==> src/rtl/eight_add_sequencer.sv <==
// ---------------------------------------------------------------------------
// eight_add_sequencer
//
// Purpose:
//   Multi-byte adder controller that time-shares a single 8-bit adder
//   (eight_bit_add_module, defined below in this file) between two
//   requesters. A round-robin arbiter picks a requester, the operands are
//   latched, and an 8*NBYTES-bit sum is built one byte at a time, least
//   significant byte first. The shared adder has no carry-in, so the
//   carry into each byte is added by a second pass (INC) through the
//   same adder.
//
// Parameters:
//   NBYTES            operand width in bytes (1..8), default 4
//
// Optional feature macro:
//   EIGHT_ADD_CARRY_SKIP_EN  when defined, the INC pass is skipped for
//                            bytes whose carry-in is 0 (variable latency).
//                            When undefined, every byte takes ADD + INC.
//
// Ports:
//   clk        in   clock, rising edge
//   rst        in   synchronous active-high reset
//   req0/req1  in   add requests, held until the matching grant
//   a0,b0      in   requester 0 operands, sampled on the gnt0 cycle
//   a1,b1      in   requester 1 operands, sampled on the gnt1 cycle
//   gnt0/gnt1  out  one-cycle accept pulse (combinational in IDLE)
//   busy       out  high from the cycle after grant through DONE
//   done       out  one-cycle pulse; result/cout/done_id valid
//   done_id    out  requester owning the completed result
//   result     out  sum, held until the next done
//   cout       out  carry out of the most significant byte
//   fsm_state  out  current state encoding (IDLE=0 ADD=1 INC=2 DONE=3)
//
// Handshake: a requester raises req with its operands stable and keeps
// both until it sees its gnt high; the operands are captured on the clock
// edge that ends the gnt cycle. Dropping req before gnt withdraws it.
// ---------------------------------------------------------------------------

module eight_bit_add_module (
    input  logic [7:0] a,
    input  logic [7:0] b,
    output logic [7:0] sum,
    output logic       co
);
    assign {co, sum} = {1'b0, a} + {1'b0, b};
endmodule

module eight_add_sequencer #(
    parameter int NBYTES = 4
) (
    input  logic                  clk,
    input  logic                  rst,
    input  logic                  req0,
    input  logic [8*NBYTES-1:0]   a0,
    input  logic [8*NBYTES-1:0]   b0,
    input  logic                  req1,
    input  logic [8*NBYTES-1:0]   a1,
    input  logic [8*NBYTES-1:0]   b1,
    output logic                  gnt0,
    output logic                  gnt1,
    output logic                  busy,
    output logic                  done,
    output logic                  done_id,
    output logic [8*NBYTES-1:0]   result,
    output logic                  cout,
    output logic [1:0]            fsm_state
);

    localparam int KW = (NBYTES > 1) ? $clog2(NBYTES) : 1;
    localparam logic [KW-1:0] K_LAST = KW'(NBYTES - 1);
    localparam logic [KW-1:0] K_ONE  = KW'(1);

    typedef enum logic [1:0] {
        IDLE = 2'd0,
        ADD  = 2'd1,
        INC  = 2'd2,
        DONE = 2'd3
    } state_t;

    state_t state;
    state_t state_next;

    // Latched operands and running partial sum, viewed as byte arrays.
    logic [NBYTES-1:0][7:0] a_q;
    logic [NBYTES-1:0][7:0] b_q;
    logic [NBYTES-1:0][7:0] partial;
    logic [NBYTES-1:0][7:0] partial_next;

    logic [KW-1:0] k;
    logic [KW-1:0] k_next;
    logic          c;           // carry into byte k
    logic          c_next;
    logic          co_add_r;    // carry out of the ADD pass of byte k
    logic          co_add_next;
    logic          id_q;
    logic          last_gnt;

    // Arbitration.
    logic any_req;
    logic pick_id;

    // Shared adder.
    logic [7:0] add_a;
    logic [7:0] add_b;
    logic [7:0] add_sum;
    logic       add_co;

    eight_bit_add_module u_add (
        .a   (add_a),
        .b   (add_b),
        .sum (add_sum),
        .co  (add_co)
    );

    // -----------------------------------------------------------------------
    // Round-robin pick: a lone requester wins; on a tie the requester that
    // did not win last time wins. last_gnt resets to 1 so req0 wins the
    // first tie.
    // -----------------------------------------------------------------------
    always_comb begin
        any_req = req0 | req1;
        if (req0 && req1) begin
            pick_id = ~last_gnt;
        end else begin
            pick_id = req1;
        end
    end

    // -----------------------------------------------------------------------
    // FSM: state register
    // -----------------------------------------------------------------------
    always_ff @(posedge clk) begin
        if (rst) begin
            state <= IDLE;
        end else begin
            state <= state_next;
        end
    end

    // -----------------------------------------------------------------------
    // FSM: next-state logic
    // -----------------------------------------------------------------------
    always_comb begin
        state_next = state;
        case (state)
            IDLE: begin
                if (any_req) begin
                    state_next = ADD;
                end
            end
            ADD: begin
`ifdef EIGHT_ADD_CARRY_SKIP_EN
                // With no carry into this byte the ADD result is final.
                if (!c) begin
                    state_next = (k == K_LAST) ? DONE : ADD;
                end else begin
                    state_next = INC;
                end
`else
                state_next = INC;
`endif
            end
            INC: begin
                state_next = (k == K_LAST) ? DONE : ADD;
            end
            DONE: begin
                state_next = IDLE;
            end
            default: begin
                state_next = IDLE;
            end
        endcase
    end

    // -----------------------------------------------------------------------
    // FSM: outputs decoded from state
    // -----------------------------------------------------------------------
    always_comb begin
        gnt0      = 1'b0;
        gnt1      = 1'b0;
        busy      = 1'b0;
        done      = 1'b0;
        fsm_state = state;
        case (state)
            IDLE: begin
                // Grant is suppressed while reset is asserted so no accept
                // pulse is seen for an operation that will not be captured.
                gnt0 = any_req & ~pick_id & ~rst;
                gnt1 = any_req &  pick_id & ~rst;
            end
            ADD, INC: begin
                busy = 1'b1;
            end
            DONE: begin
                busy = 1'b1;
                done = 1'b1;
            end
            default: begin
                busy = 1'b0;
            end
        endcase
    end

    // -----------------------------------------------------------------------
    // Adder input mux: ADD adds operand bytes, INC adds the pending carry
    // to the partial byte.
    // -----------------------------------------------------------------------
    always_comb begin
        add_a = a_q[k];
        add_b = b_q[k];
        if (state == INC) begin
            add_a = partial[k];
            add_b = {7'b0, c};
        end
    end

    // -----------------------------------------------------------------------
    // Datapath next values for the ADD/INC steps.
    // -----------------------------------------------------------------------
    always_comb begin
        partial_next = partial;
        k_next       = k;
        c_next       = c;
        co_add_next  = co_add_r;
        case (state)
            ADD: begin
                partial_next[k] = add_sum;
                co_add_next     = add_co;
`ifdef EIGHT_ADD_CARRY_SKIP_EN
                if (!c) begin
                    c_next = add_co;
                    if (k != K_LAST) begin
                        k_next = k + K_ONE;
                    end
                end
`endif
            end
            INC: begin
                partial_next[k] = add_sum;
                // A byte sum plus a carry can only overflow if the ADD
                // pass did not, so the two carries never coincide.
                c_next = co_add_r | add_co;
                if (k != K_LAST) begin
                    k_next = k + K_ONE;
                end
            end
            default: begin
                partial_next = partial;
            end
        endcase
    end

    // -----------------------------------------------------------------------
    // Datapath registers. result/cout/done_id load on the edge entering
    // DONE so they are valid together with the done pulse.
    // -----------------------------------------------------------------------
    always_ff @(posedge clk) begin
        if (rst) begin
            a_q      <= '0;
            b_q      <= '0;
            partial  <= '0;
            k        <= '0;
            c        <= 1'b0;
            co_add_r <= 1'b0;
            id_q     <= 1'b0;
            last_gnt <= 1'b1;
            result   <= '0;
            cout     <= 1'b0;
            done_id  <= 1'b0;
        end else begin
            if (state == IDLE) begin
                if (any_req) begin
                    a_q      <= pick_id ? a1 : a0;
                    b_q      <= pick_id ? b1 : b0;
                    id_q     <= pick_id;
                    last_gnt <= pick_id;
                    partial  <= '0;
                    k        <= '0;
                    c        <= 1'b0;
                    co_add_r <= 1'b0;
                end
            end else begin
                partial  <= partial_next;
                k        <= k_next;
                c        <= c_next;
                co_add_r <= co_add_next;
            end
            if (state != DONE && state_next == DONE) begin
                result  <= partial_next;
                cout    <= c_next;
                done_id <= id_q;
            end
        end
    end

endmodule

==> config.mk <==
export PLATFORM = sky130hd
export DESIGN_NAME = eight_add_sequencer
export DESIGN_NICKNAME = d
export VERILOG_FILES = /design/src/rtl/eight_add_sequencer.sv
export SDC_FILE = /design/constraint.sdc
export NUM_CORES = 1
export LEC_CHECK = 0
export ABC_AREA = 1
export CORE_ASPECT_RATIO = 0.6
export CORE_UTILIZATION = 40
export CTS_BUF_LIST = sky130_fd_sc_hd__clkbuf_8
export DETAILED_ROUTE_END_ITERATION = 12
export GPL_TIMING_DRIVEN = 0
export PLACE_DENSITY = 0.67
export SLEW_MARGIN = 20
export SYNTH_ARGS = -nofsm -noshare
export SYNTH_HDL_FRONTEND = slang
export SYNTH_SLANG_ARGS = --single-unit
==> constraint.sdc <==
create_clock -name clk -period 4.2 [get_ports clk]
set_clock_uncertainty 0.2 [all_clocks]
set_input_delay 0.84 -clock clk [delete_from_list [all_inputs] [get_ports clk]]
set_output_delay 0.84 -clock clk [all_outputs]
set_load 0.03 [all_outputs]
==> flow_summary_export.csv <==
group,metric,value,unit
sta,timing.final.ws_setup,305.6,ps
cells_and_area,nNetsFinal,1363,
pwr,power_density,369.2,mW/mm²
clock_tree,cts_buffers,17,
drt,drc_errors,0,
floorplanning,core_area,0.01713,mm²
floorplanning,rows,37,
sta,tightestPinTransition,735.3,ps
logic_synthesis,postSynthCellCount,1025,
critical_path,cp_slowest_stage_delay,710,ps
critical_path,worstPathMaxFanout,7,
drt,drt_iter0_drc,726,
drt,finalWirelength,25.60,mm
global_route,grt_use_total,0.2889,
logic_synthesis,synth_cell_types,36,
floorplanning,io_pins,172,
logic_synthesis,syn_nets,1175,
logic_synthesis,netlist_area,0.007018,mm²
place,dp_slack,345.9,ps
critical_path,cp_slowest_cell,"clkdlybuf4s50_1",
clock_tree,post_cts_resize_count,0,
logic_synthesis,ys_seq_area_frac,0.3937,
sta,rsz0062_at_grt,"false",
critical_path,cp.buffers_inverters,3,
logic_synthesis,ys_warn_count,0,
floorplanning,chipHeight,104.6,µm
global_route,antenna_found_initial,0,
sta,hold_viol,0,
global_route,grt_first_pass_wirelength,40.16,mm
critical_path,endpoint_kind,"output port",
clock_tree,clkTransAtPathRegs,80,ps
global_route,grt_pass1_vias,7120,
clock_tree,clock_latency,470,ps
cells_and_area,syn2layout_area_growth,33.50,%
sta,maxSlewViolCount,0,
drt,drt_first_pass_iters,5,
clock_tree,clock_path_buffers,2,
critical_path,cp.arrival,2850,ps
drt,antenna_left,0,
cells_and_area,fillers,1708,
drt,viasPerCell,5.308,
critical_path,crit_family,"buffers and inverters",
clock_tree,postCtsSetupRepairBufs,0,
critical_path,cp_cell_sequence,"inv_1 -> ha_1 -> inv_2 -> nor2_2 -> nand2_1 -> nor2_1 -> clkdlybuf4s50_1",
clock_tree,tritoncts,"built",
flow_run,cap_violations,0,
drt,num_vias,7744,
place,io_buffers,170,
sta,relSlewSlack,0.5098,
sta,finalCriticalPeriod,3894,ps
sta,max_freq,256.8,MHz
critical_path,cp.required,3160,ps
clock_tree,htree_levels,4,
critical_path,start_kind,"register",
pwr,vdd.ir_drop.worst,177.2,µV
floorplanning,initial_utilization,0.4097,
cells_and_area,drive_gt1_frac,0.06531,
logic_synthesis,ys_seq_elements,138,
clock_tree,hold_buffers,0,
sta,setup_viol,0,
sta,min_period_over_period,0.9272,
clock_tree,root_buffer,"clkbuf_8",
cells_and_area,n_antenna_cell,0,
floorplanning,die_w,173,µm
min_path,hp-class,"register to register",
outcome,status,"complete, no violations",
floorplanning,die-area,0.01810,mm²
sta,final.setup.tns,0,ps
clock_tree,clkSinkCount,138,
place,place.gp.congestion,0.9311,
critical_path,worstSetupPathType,"register to output port",
pwr,power.leakage,0.003765,µW
logic_synthesis,syn_avg_cell_area,6.847,µm²
global_route,grt_max_degree,17,
place,place_hpwl,19.89,mm
global_route,grt.overflow.total,0,
drt,wire_per_inst,17.55,µm
-- worst reg2reg max path, stage by stage, from the launching register on --
cell and delay [ps]:
dfxtp_1 360, buf_2 310, inv_1 190, clkbuf_1 350, a21oi_1 230, o21ai_0 230, a31oi_1 270, ha_1 190
inv_1 60, fa_1 390, inv_1 140, a21oi_1 110, xor2_1 340, nand2_1 140, a21oi_1 210, nor2_1 70
-- where the power goes --
part           switching, µW  internal [µW]
combinational            576            372
sequential              55.3           1420
clock                    568            466
-- layout make-up --
cell class	count	area (µm²)	share of cell area
multi-input cells	717	3567	0.3807
flip-flops and latches	138	2763	0.2949
repair buffers	170	1702	0.1816
inverters	100	375.4	0.04006
plain buffers	69	309.0	0.03299
well taps	234	292.8	0.03125
clock buffers	17	234.0	0.02497
clock inverters	14	126.4	0.01349
-- registers in the layout (all words and copies together) (netlist names) --
signal     cells
a_q           32
b_q           32
c              1
co_add_r       1
cout           1
done_id        1
fsm_state      2
id_q           1
k              2
last_gnt       1
partial       32
result        32
-- routing by layer --
layer	vias to the layer above	global-route usage	part of all wire
li1	3783	-	-
met1	3535	0.4571	0.51
met2	400	0.3744	0.37
met3	26	0.08151	0.12
met4	0	0.05815	0.011
met5	-	0	0
-- cell usage after synthesis (all sizes together) --
library cell | number | area [µm²]
a211oi | 1 | 7.510
o32ai | 20 | 175.2
dfxtp | 138 | 2763
clkinv | 1 | 3.750
o211ai | 3 | 22.52
nand2 | 190 | 720.7
a21oi | 110 | 550.5
o21ai | 88 | 440.4
fa | 1 | 20.02
or2 | 17 | 106.4
o21bai | 1 | 7.510
xnor2 | 1 | 8.760
a22oi | 13 | 97.59
nor2 | 147 | 556.8
xor2 | 2 | 17.52
nand4 | 2 | 12.51
o31ai | 14 | 105.1
a31oi | 21 | 131.4
buf | 31 | 165.2
inv | 99 | 371.6
a221oi | 3 | 26.28
nand3 | 54 | 270.3
nor3 | 2 | 15.01
ha | 17 | 212.7
o22ai | 10 | 62.56
clkbuf | 39 | 147.6
-- cells by family (layout without fill, tap and decap cells) --
kind of cell	Yosys count	count (layout)	share of synthesized area
compound gates	284	284	0.2318
xor+xnor	3	3	0.003745
fa+ha+maj	18	18	0.03316
buf+inv	170	370	0.09806
flops	138	138	0.3937
simple gates	412	412	0.2396
-- placed cells by master (no fill, tap or decap), drive strengths merged, types with 14 or more instances in the layout --
master,count
inv,103
clkbuf,56
dfxtp,138
o32ai,20
a21oi,110
o21ai,88
a31oi,21
nand2,190
ha,17
o31ai,14
or2,17
nor2,147
nand3,54
clkdlybuf4s50,170
buf,30
-- through the flow --
step | power, µW | instance area, µm² | cells | utilization | hold slack (ps)
finish | 3459 | 9369 | 1459 | 0.5470 | 260.9
global route | 3621 | 9369 | 1459 | 0.5470 | 288.2
CTS | 3444 | 9373 | 1460 | 0.5472 | 260.3
detailed placement | 2430 | 9012 | 1429 | 0.5262 | 248.7
global placement | 2425 | 9012 | 1429 | 0.5262 | 239.6
floorplan | 2035 | 7018 | 1025 | - | 224.7
-- final timing paths --
path | startpoint | to | slack (ps) | cells past startpoint
setup / recovery | fsm_state[0]$_SDFF_PP0_ | gnt0 | 310 | 7
hold / removal | id_q$_SDFFE_PP0P_ | done_id$_SDFFE_PP0P_ | 260 | 2
setup reg to reg | k[1]$_SDFFE_PP0P_ | result[28]$_SDFFE_PP0P_ | 310 | 15
hold reg to reg | id_q$_SDFFE_PP0P_ | done_id$_SDFFE_PP0P_ | 260 | 2
Power figures use the tool's default switching activity.
